$ cat config.mk
export PLATFORM = sky130hd
export DESIGN_NAME = game_ctrl
export DESIGN_NICKNAME = d
export VERILOG_FILES = /design/src/rtl/game_pkg.sv /design/src/rtl/game_ctrl_edge_det.sv /design/src/rtl/game_ctrl.sv
export SDC_FILE = /design/constraint.sdc
export NUM_CORES = 1
export LEC_CHECK = 0
export CAP_MARGIN = 10
export CORE_MARGIN = 4
export CORE_UTILIZATION = 50
export CTS_BUF_LIST = sky130_fd_sc_hd__clkbuf_8
export DETAILED_ROUTE_END_ITERATION = 6
export PLACE_DENSITY = 0.67
export SYNTH_ARGS = -nofsm -noshare
export SYNTH_HDL_FRONTEND = slang
export SYNTH_HIERARCHICAL = 1
export SYNTH_SLANG_ARGS = --single-unit
$ cat constraint.sdc
create_clock -name clk -period 7.1 [get_ports clk]
set_input_delay 1.065 -clock clk [delete_from_list [all_inputs] [get_ports clk]]
set_output_delay 1.065 -clock clk [all_outputs]
set_load 0.01 [all_outputs]
$ cat src/rtl/game_pkg.sv
// Shared types and constants for the battleship turn/phase sequencer.
// Nine phases need 4 bits, so the exported state port is 4 bits wide.
package game_pkg;

   typedef enum logic [3:0] {
      IDLE        = 4'd0,
      PLACE       = 4'd1,
      READY       = 4'd2,
      PLAYER_TURN = 4'd3,
      SEND        = 4'd4,
      WAIT_RES    = 4'd5,
      ENEMY_TURN  = 4'd6,
      WIN         = 4'd7,
      LOSE        = 4'd8
   } state_e;

   localparam int unsigned STATE_W = 4;
   localparam logic [7:0]  NO_COR  = 8'hFF;

   function automatic logic cor_valid(input logic [7:0] cor);
      return cor != NO_COR;
   endfunction

endpackage

$ cat src/rtl/game_ctrl_edge_det.sv
// Rising-edge detector with synchronous reset for the mouse button and start button.
// An input that is already high when reset releases must drop before it can fire.
module edge_det (
   input  logic clk,
   input  logic rst,
   input  logic din,
   output logic rise
);

   logic din_q, din_d;
   logic armed_q, armed_d;

   // armed_q ensures an input held through reset cannot fire until it has been low
   always_comb begin
      din_d   = din;
      armed_d = armed_q | ~din;
      rise    = din & ~din_q & armed_q;
   end

   always_ff @(posedge clk) begin
      if (rst) begin
         din_q   <= 1'b0;
         armed_q <= 1'b0;
      end else begin
         din_q   <= din_d;
         armed_q <= armed_d;
      end
   end

endmodule

$ cat src/rtl/game_ctrl.sv
// Turn and phase sequencer for battleship: ship placement, shot issue to the
// enemy link with resend on timeout, turn alternation, hit counting and win/lose.
module game_ctrl
   import game_pkg::*;
#(
   parameter int unsigned SHIP_CELLS   = 20,
   parameter int unsigned FIRST_PLAYER = 1,
   parameter int unsigned RES_TIMEOUT  = 50_000_000
) (
   input  logic                              clk,
   input  logic                              rst,
   input  logic                              start_btn,
   input  logic                              left,
   input  logic [7:0]                        player_cor,
   input  logic [7:0]                        enemy_cor,
   output logic                              place_we,
   output logic [7:0]                        place_cor,
   output logic                              shot_valid,
   output logic [7:0]                        shot_cor,
   input  logic                              shot_ready,
   input  logic                              res_valid,
   input  logic                              res_hit,
   input  logic                              inc_valid,
   input  logic                              inc_hit,
   output logic [STATE_W-1:0]                state,
   output logic                              my_turn,
   output logic [$clog2(SHIP_CELLS+1)-1:0]   hits_enemy,
   output logic [$clog2(SHIP_CELLS+1)-1:0]   hits_mine,
   output logic                              win,
   output logic                              lose
);

   localparam int unsigned CW = $clog2(SHIP_CELLS + 1);
   localparam int unsigned TW = $clog2(RES_TIMEOUT + 1);
   localparam logic [CW-1:0] CELLS_MAX = CW'(SHIP_CELLS);
   localparam logic [TW-1:0] TMO_LAST  = TW'(RES_TIMEOUT - 1);

   state_e          state_q, state_d;
   logic            place_we_q, place_we_d;
   logic [7:0]      place_cor_q, place_cor_d;
   logic [7:0]      shot_cor_q, shot_cor_d;
   logic [255:0]    placed_map_q, placed_map_d;
   logic [255:0]    shot_map_q, shot_map_d;
   logic [CW-1:0]   placed_cnt_q, placed_cnt_d;
   logic [CW-1:0]   hits_enemy_q, hits_enemy_d;
   logic [CW-1:0]   hits_mine_q, hits_mine_d;
   logic [TW-1:0]   timer_q, timer_d;

   logic click, start;
   logic place_ok, shot_ok;

   edge_det u_click_det (
      .clk  (clk),
      .rst  (rst),
      .din  (left),
      .rise (click)
   );

   edge_det u_start_det (
      .clk  (clk),
      .rst  (rst),
      .din  (start_btn),
      .rise (start)
   );

   function automatic logic [CW-1:0] sat_inc(input logic [CW-1:0] cnt, input logic inc);
      if (inc && (cnt != CELLS_MAX)) return cnt + CW'(1);
      return cnt;
   endfunction

   always_comb begin
      place_ok = click & cor_valid(player_cor) & ~placed_map_q[player_cor];
      shot_ok  = click & cor_valid(enemy_cor) & ~shot_map_q[enemy_cor];
   end

   always_comb begin
      place_we_d   = 1'b0;
      place_cor_d  = place_cor_q;
      shot_cor_d   = shot_cor_q;
      placed_map_d = placed_map_q;
      shot_map_d   = shot_map_q;
      placed_cnt_d = placed_cnt_q;
      hits_enemy_d = hits_enemy_q;
      hits_mine_d  = hits_mine_q;
      timer_d      = timer_q;
      unique case (state_q)
         IDLE: begin
            if (start) begin
               placed_map_d = '0;
               shot_map_d   = '0;
               placed_cnt_d = '0;
               hits_enemy_d = '0;
               hits_mine_d  = '0;
               shot_cor_d   = NO_COR;
            end
         end
         PLACE: begin
            if (place_ok) begin
               place_we_d               = 1'b1;
               place_cor_d              = player_cor;
               placed_map_d[player_cor] = 1'b1;
               placed_cnt_d             = placed_cnt_q + CW'(1);
            end
         end
         PLAYER_TURN: begin
            if (shot_ok) begin
               shot_cor_d            = enemy_cor;
               shot_map_d[enemy_cor] = 1'b1;
            end
         end
         SEND: begin
            if (shot_ready) timer_d = '0;
         end
         WAIT_RES: begin
            timer_d = timer_q + TW'(1);
            if (res_valid) hits_enemy_d = sat_inc(hits_enemy_q, res_hit);
         end
         ENEMY_TURN: begin
            if (inc_valid) hits_mine_d = sat_inc(hits_mine_q, inc_hit);
         end
         WIN, LOSE: begin
            if (start) begin
               hits_enemy_d = '0;
               hits_mine_d  = '0;
            end
         end
         default: ;
      endcase
   end

   // next-state logic; a result arriving on the timeout cycle takes priority
   always_comb begin
      state_d = state_q;
      unique case (state_q)
         IDLE:        if (start) state_d = PLACE;
         PLACE:       if (place_ok && (placed_cnt_d == CELLS_MAX)) state_d = READY;
         READY:       if (start) state_d = (FIRST_PLAYER != 0) ? PLAYER_TURN : ENEMY_TURN;
         PLAYER_TURN: if (shot_ok) state_d = SEND;
         SEND:        if (shot_ready) state_d = WAIT_RES;
         WAIT_RES: begin
            if (res_valid) begin
               if (hits_enemy_d == CELLS_MAX) state_d = WIN;
               else if (res_hit)              state_d = PLAYER_TURN;
               else                           state_d = ENEMY_TURN;
            end else if (timer_q == TMO_LAST) begin
               state_d = SEND;
            end
         end
         ENEMY_TURN: begin
            if (inc_valid) begin
               if (hits_mine_d == CELLS_MAX) state_d = LOSE;
               else if (!inc_hit)            state_d = PLAYER_TURN;
            end
         end
         WIN, LOSE:   if (start) state_d = IDLE;
         default:     state_d = IDLE;
      endcase
   end

   always_ff @(posedge clk) begin
      if (rst) begin
         state_q      <= IDLE;
         place_we_q   <= 1'b0;
         place_cor_q  <= '0;
         shot_cor_q   <= NO_COR;
         placed_map_q <= '0;
         shot_map_q   <= '0;
         placed_cnt_q <= '0;
         hits_enemy_q <= '0;
         hits_mine_q  <= '0;
         timer_q      <= '0;
      end else begin
         state_q      <= state_d;
         place_we_q   <= place_we_d;
         place_cor_q  <= place_cor_d;
         shot_cor_q   <= shot_cor_d;
         placed_map_q <= placed_map_d;
         shot_map_q   <= shot_map_d;
         placed_cnt_q <= placed_cnt_d;
         hits_enemy_q <= hits_enemy_d;
         hits_mine_q  <= hits_mine_d;
         timer_q      <= timer_d;
      end
   end

   always_comb begin
      state      = state_q;
      my_turn    = (state_q == PLAYER_TURN);
      win        = (state_q == WIN);
      lose       = (state_q == LOSE);
      shot_valid = (state_q == SEND);
      shot_cor   = shot_cor_q;
      place_we   = place_we_q;
      place_cor  = place_cor_q;
      hits_enemy = hits_enemy_q;
      hits_mine  = hits_mine_q;
   end

endmodule
* Word level (Yosys, flattened, before mapping) *
Index checks and enable logic that the tools add are counted.

storage, ports and cells
  flip-flop bits (word level) = 578
  bits of input ports = 25
  output and inout bits = 35

cells by class
  add/subtract/negate cells = 4
  $lt $le $gt $ge = 4
  eq/ne operators = 26
  mux-type cells = 52
  bitwise operators = 19
  reductions and logical operators = 17

operator list
  cell                                                                number
  one-hot mux 256 bit (2 select lines)                                2
  two-way mux 256 bit                                                 3
  bitwise OR 256 bit                                                  2
  one-hot mux 26 bit (2 select lines)                                 1
  two-way mux 5 bit                                                   10
  two-way mux 4 bit                                                   11
  one-hot mux 4 bit (8 select lines)                                  1
  one-hot mux 5 bit (2 select lines)                                  3
  adder 26 x 1 -> 26 bit (second input constant)                      1
  equality test 26 bit (second input constant)                        1
  two-way mux 26 bit                                                  1
  less-than comparator 8 x 9 -> 1 bit (second input constant)         2
  binary-select mux 1 bit (select 8 bit)                              2
  demux 1 bit (select 8 bit)                                          2
  equality test 4 x 3 -> 1 bit (second input constant)                4
  greater-or-equal comparator 8 x 1 -> 1 bit (second input constant)  2
  two-way mux 8 bit                                                   2
  != test 8 bit (second input constant)                               2
  one-hot mux 8 bit (2 select lines)                                  1
  adder 5 x 1 -> 5 bit (second input constant)                        3
  equality test 5 bit (second input constant)                         3
  != test 2 bit (second input constant)                               6
  two-way mux 1 bit                                                   11
  != test 5 bit (second input constant)                               2
  17 further kinds                                                    44

* Longest topological paths before layout *
Gate-level depths: netlist (run 1).

  depth after elaboration = 12
  gate-level depth with buffers = 15

* Modules after synthesis *
Netlist (run 1), hierarchy kept.

modules (own cells, without submodules)
  module     times used  cells an instance  area each (µm²)  seq. area each (µm²)
  game_ctrl  1           2416               24319.6          11491.0
  edge_det   2           7                  62.6             40.0

* Worst setup path after synthesis (run 1) *
OpenSTA, ideal clock, no wires.

  path type = input -> register
  from = input player_cor[1]
  to = register placed_map_q[237]
  library setup time = 61 ps
  arrival time = 4017 ps
  setup slack = 3022 ps
  stages = 15
  path buffers = 7
  path through = buf_2 > buf_4 > buf_2 > buf_4 > buf_2 > mux2i_1 > nand2_1 > o211ai_1 > nand4_1 > o21bai_1 > nand4_4 > buf_6 > nor3_4 > buf_6 > a22o_1

between the ends
  word-level cells in the longest chain between the ends = 7

RTL lines
  what                                                                                                                     line              text
  start, declared                                                                                                          game_ctrl.sv:14   input logic [7:0] player_cor,
  less-than comparator 8 x 9 -> 1 bit (implied by the code) or greater-or-equal comparator 8 x 1 -> 1 bit (tied branches)  game_ctrl.sv:101  placed_map_d[player_cor] = 1'b1;
  logical AND 1 bit (implied by the code)                                                                                  game_ctrl.sv:101
  two-way mux 1 bit (implied by the code)                                                                                  game_ctrl.sv:101
  demux 1 bit (select 8 bit)                                                                                               game_ctrl.sv:101
  bitwise OR 256 bit (no line)                                                                                             -
  two-way mux 256 bit                                                                                                      game_ctrl.sv:98   if (place_ok) begin
  one-hot mux 256 bit (2 select lines)                                                                                     game_ctrl.sv:86   unique case (state_q)
  end signal, assigned                                                                                                     game_ctrl.sv:177  placed_map_q <= placed_map_d;
  end, declared                                                                                                            game_ctrl.sv:42   logic [255:0] placed_map_q, placed_map_d;

Several ways; a longest one is shown, not always the timed one. The select of a mux whose other input is x is not followed.
A chain may end at the register's enable or synchronous reset.

* Final worst setup path (run 1) *
  from = input player_cor[6]
  to = register placed_map_q[3]

The elaborated chain is that of the path after synthesis.

==> results of run 1 <==
## registers in the layout, indices dropped and copies added, names as in the netlist
name	cells
u_start_det/din_q	1
placed_map_q	256
state	4
place_cor	8
place_we	1
hits_enemy	5
timer_q	26
shot_map_q	256
placed_cnt_q	5
u_start_det/armed_q	1
u_click_det/din_q	1
shot_cor	8
u_click_det/armed_q	1
hits_mine	5
## cells in the mapped netlist (8+ instances only)
cell type and instances:
and3_1 12, a21oi_1 28, nand4_1 19, mux2_2 16, dfxtp_1 578, nor4b_1 8
a31oi_1 263, buf_2 60, nand2_1 82, o21ai_0 11, buf_6 10, nor4_1 12
a22o_1 260, nand3_1 45, o21bai_1 11, mux2i_1 115, inv_1 17, nand2b_1 20
clkbuf_1 160, a211oi_1 14, nor2b_1 28, a22oi_1 35, mux4_2 74, nor2_1 348
nor3_1 38
## routing by layer
metal  global-route usage (%)  routed length, um
met4                     8.63               1950
met2                     40.5              32200
met3                     4.98               4820
met1                     33.7              29300
met5                        0                 13
## cell type report
type                    count  area, um^2  area share [%]
clock buffers             124        1710            6.23
clock inverters            46         287            1.05
inverters                  20        75.1           0.274
multi-input cells        1590       11900            43.4
flip-flops and latches    578       11600            42.2
well taps                 615         769            2.81
repair buffers            122        1090            3.99
## logic make-up (layout without fill, tap and decap cells)
family,after synthesis,in the layout,synth area share [%]
and+or+nand+nor,678,678,13.8
buffers and inverters,262,312,4.73
muxes,212,212,12.6
DFF,578,578,47.3
xor gates and xnor gates,2,2,0.0717
adders and majority gates,6,6,0.307
AOI/OAI and AO/OA,692,692,21.2
## power breakdown
part | internal [mW] | switching (mW)
logic | 0.163 | 0.418
registers | 3.26 | 0.0322
clock network | 1.67 | 1.33
total | 5.09 | 1.78
## how the worst max path moves through the flow
stage	from	end	slack, ps	cells after the start
after CTS	player_cor[6]	placed_map_q[3]	2050	9
after global placement	player_cor[6]	placed_map_q[101]	1470	9
after detailed placement	player_cor[6]	placed_map_q[14]	1320	9
final	player_cor[6]	placed_map_q[3]	1960	9
after floorplan	player_cor[1]	placed_map_q[237]	3020	15
after global routing	player_cor[6]	placed_map_q[5]	1720	9
## worst reg2reg max path: cells and delay by family, from the launching register on
family,cells,cell delay (ps)
and+or+nand+nor,3,2350
AOI/OAI and AO/OA,4,1050
muxes,1,460
DFF,1,320
==> flow_metrics.tcl, run 1 <==
set metrics [dict create \
    routabilityCongestion 0.838 \
    drcViolationCount 0 \
    min_path_cells 2 \
    cp-end-kind "register" \
    grt_pass1_vias 19349 \
    path_cells "clkdlybuf4s50_1 -> nand2b_1 -> nor2_1 -> a221oi_1 -> a21oi_1 -> a2111oi_4 -> nand4_4 -> nor4b_4 -> a22o_1" \
    synth_area_per_cell_um2 10.1 \
    synth.top_cell.area_share_pct 47.3 \
    drt-pass1-iter-count 6 \
    r2r-end "placed_map_q[3]" \
    track_usage_pct 25.0 \
    worst_hold_slack_ps 449 \
    nFillCells 4143 \
    cap_viol_max_count 0 \
    post_cts_resized 0 \
    post_cts.repair.setup_buffers 0 \
    cts.path.max_buffers 3 \
    route.vias.total 20057 \
    arrival_ps 5740 \
    synth_edf_count 0 \
    layout_setup_ws_ps 1960 \
    yosysWarnings 6 \
    area_delta_synth_final_pct 12.1 \
    clkLatencyLatePin_ps 690 \
    nNetsFinal 2438 \
    dieArea_um2 52500 \
    clk_pin_slew_ps 60 \
    final_common_cell "dfxtp_1" \
    tightest_slew_ps 1210 \
    layout_common_cells "578 x dfxtp_1, 344 x nor2_1, 263 x a31oi_1" \
    placementRows 80 \
    synthArstFlopShare_pct 0 \
    port_buffers 59 \
    overflow 0 \
    worstPathRequired_ps 7710 \
    core_um2 48000 \
    cpPeakStageDelay_ps 1000 \
    setup_violations 0 \
    crit_family "simple AND/OR/NAND/NOR gates" \
    diodes 0 \
    start_kind "primary input" \
    ios 60 \
    initial_core_util_pct 50.9 \
    dp_hpwl_mm 40.7 \
    finClkSkew_ps 37.7 \
    critical_path_class "primary input to register" \
    placed_area_um2 25400 \
    irDropWorstVdd_mv 0.190 \
    place_ws_ps 1320 \
    ys_types 81 \
    ys_ff_latch 578 \
    syn_nets 2461 \
    dp.cells 2925 \
    synth_seq_area_share_pct 47.3 \
    final_cells 3095 \
    status "complete, no violations" \
    synth_flop_cell "dfxtp_1" \
    fmax_ghz 0.195 \
    finalSetupTns_ps 0 \
    slew_headroom_pct 17.5 \
    fin_crit_sh_pct 72.3 \
    period_minus_slack_ps 5140 \
    drtIter0Drc 2204 \
    cts_root_buffer "clkbuf_8" \
    power_density_nw_per_um2 251 \
    yosysTopAreaCell "dfxtp_1" \
    fp.dieH_um 229 \
    synthCells 2430 \
    postRouteAntennaNets 0 \
    drive_gt1_share_pct 14.4 \
    leakagePower_nw 10.2 \
    r2r_slack_ps 2850 \
    critPathSlowestCell "nor4b_4" \
    hold_buffers 0 \
    hold_path_class "register to register" \
    critical_path_buf_inv_count 1 \
    hold_end "u_start_det/armed_q" \
    post-route-util_pct 57.0 \
    worstPathMaxFanout 28 \
    r2r_cells 8 \
    slew_viol_final 0 \
    cts_buffers 95 \
    grt_first_pass_wirelength_mm 108 \
    routed_wirelength_mm 68.3 \
    syn_area_um2 24400 \
    tritoncts "yes" \
    wl_per_cell_um 22.1 \
    synth.area.top_cells "dfxtp_1 47%, a22o_1 9.3%, mux4_2 6.8%, a31oi_1 6.7%, nor2_1 5.3%" \
    fin_area_um2 27400 \
    viasPerCell 6.48 \
    rsz0062_at_grt "false" \
    antenna_found_initial 1 \
    grt_max_degree 150 \
    hold_start "u_start_det/armed_q" \
    clock_sinks 578 \
    die_w_um 229 \
    timing.rr.start "placed_map_q[184]" \
    hold_violations 0 \
    clock_tree.htree_level_count 3 \
    total_power_mw 6.87 \
]
No activity file was read; power rests on OpenSTA's default activity.
==> run 2: changes to the inputs <==
==> constraint.sdc (replaced) <==
create_clock -name clk -period 4.8 [get_ports clk]
set_input_delay 0.72 -clock clk [delete_from_list [all_inputs] [get_ports clk]]
set_output_delay 0.72 -clock clk [all_outputs]
set_load 0.01 [all_outputs]
==> flow_metrics.tcl, run 2 (synthesis results as in run 1) <==
set metrics [dict create \
    tightest_slew_ps 1160 \
    arrival_ps 4600 \
    final_common_cell "dfxtp_1" \
    reg_top3 "placed_map_q x256, shot_map_q x256, timer_q x26" \
    drcViolationCount 0 \
    grt_max_degree 186 \
    timing.rr.start "placed_map_q[187]" \
    r2r_slack_ps 1340 \
    dieArea_um2 52500 \
    drive_gt1_share_pct 15.5 \
    fmax_ghz 0.251 \
    finalSetupTns_ps 0 \
    layout_common_cells "578 x dfxtp_1, 347 x nor2_1, 263 x a31oi_1" \
    post_cts_resized 0 \
    wl_per_cell_um 21.6 \
    gr-usage-met3_pct 5.21 \
    cp-endpoint "shot_map_q[57]" \
    clkLatencyLatePin_ps 680 \
    drtIter0Drc 1848 \
    dp_hpwl_mm 41.2 \
    finClkSkew_ps 25.6 \
    fp.dieH_um 229 \
    routed_wirelength_mm 67.9 \
    rsz0062_at_grt "false" \
    nFillCells 4144 \
    hold_buffers 0 \
    initial_core_util_pct 50.9 \
    worstPathRequired_ps 5420 \
    track_usage_pct 25.0 \
    routabilityCongestion 0.855 \
    status "complete, no violations" \
    post_cts.repair.setup_buffers 0 \
    period_minus_slack_ps 3980 \
    cts_buffers 92 \
    worstPathMaxFanout 185 \
    clock_sinks 578 \
    die_w_um 229 \
    hold_violations 0 \
    cts.path.max_buffers 3 \
    power_density_nw_per_um2 358 \
    grt_pass1_vias 19592 \
    grt-busiest-layer "met2" \
    ios 60 \
    use_met2_pct 40.5 \
    core_um2 48000 \
    overflow 0 \
    port_buffers 59 \
    leakagePower_nw 10.4 \
    startpoint "enemy_cor[2]" \
    placed_area_um2 25800 \
    r2r-end "placed_map_q[123]" \
    hold_path_class "register to register" \
    grtUsageMet1_pct 33.8 \
    nNetsFinal 2485 \
    cp-end-kind "register" \
    setup_violations 0 \
    area_delta_synth_final_pct 13.1 \
    clock_tree.htree_level_count 3 \
    slew_headroom_pct 22.7 \
    grt_first_pass_wirelength_mm 108 \
    irDropWorstVdd_mv 0.243 \
    viasPerCell 6.40 \
    fin_area_um2 27600 \
    critical_path_class "primary input to register" \
    r2r_cells 9 \
    antenna_found_initial 1 \
    cts_root_buffer "clkbuf_8" \
    drt-pass1-iter-count 6 \
    tritoncts "yes" \
    start_kind "primary input" \
    slew_viol_final 0 \
    fin_crit_sh_pct 83.0 \
    cap_viol_max_count 0 \
    clk_pin_slew_ps 60 \
    postRouteAntennaNets 0 \
    placementRows 80 \
    route.vias.total 20113 \
]
[run 2: changes by cell type in the layout (fill, tap and decap cells not counted), sizes merged, moves of 5 or more]
cell,change
buf,+49
clkbuf,-11
inv,+8
clkinv,-5
clkinvlp,+5
[run 2: worst min path at each step]
stage / from / endpoint / slack, ps / depth (start not counted)
after floorplan: u_click_det/armed_q / u_click_det/armed_q / 420 / 2
after global placement: u_click_det/armed_q / u_click_det/armed_q / 430 / 2
after detailed placement: u_start_det/armed_q / u_start_det/armed_q / 450 / 2
after CTS: u_start_det/armed_q / u_start_det/armed_q / 460 / 2
after global routing: shot_map_q[238] / shot_map_q[238] / 480 / 2
final: u_start_det/armed_q / u_start_det/armed_q / 460 / 2
[run 2: final cells by class]
| cell class | count | area, um^2 | share of cell area (%) |
|---|---|---|---|
| Multi-Input combinational cell | 1590 | 11900 | 42.9 |
| Sequential cell | 578 | 11600 | 41.9 |
| Clock buffer | 112 | 1540 | 5.58 |
| Timing Repair Buffer | 172 | 1520 | 5.50 |
| Tap cell | 615 | 769 | 2.78 |
| Clock inverter | 53 | 290 | 1.05 |
| Inverter | 20 | 75.1 | 0.272 |
| Antenna cell | 1 | 2.50 | 0.00905 |
[run 2: routing by layer]
layer / share of wire (%) / wire length, um
met1: 43 / 29500
met2: 47 / 32000
met3: 7.4 / 5000
met4: 2.1 / 1420
met5: 0 / 0
[run 2: through the flow]
step	std cells	setup slack, ps	util [%]	hold WS, ps	power, mW
6_report	3141	816	57.5	456	9.91
5_1_grt	3141	613	57.5	482	10.3
2_1_floorplan	2430	1070	-	420	5.54
4_1_cts	3138	979	57.5	456	9.97
3_5_place_dp	2973	248	53.7	446	5.84
3_3_place_gp	2973	330	53.7	433	5.83
[run 2: where the power goes]
part	internal [mW]	total [mW]	switching (mW)
clock network	2.21	4.15	1.94
logic	0.270	0.889	0.619
registers	4.82	4.87	0.0500
total	7.30	9.91	2.61
[run 2: critical path, cell delays in order]
cell and delay [ps]:
clkdlybuf4s50_1 650, buf_4 290, inv_2 250, mux2i_1 390, o22ai_1 160, a311oi_1 360
nand4_1 190, nor4b_2 510, buf_12 640, a31oi_1 200, nor2_1 130
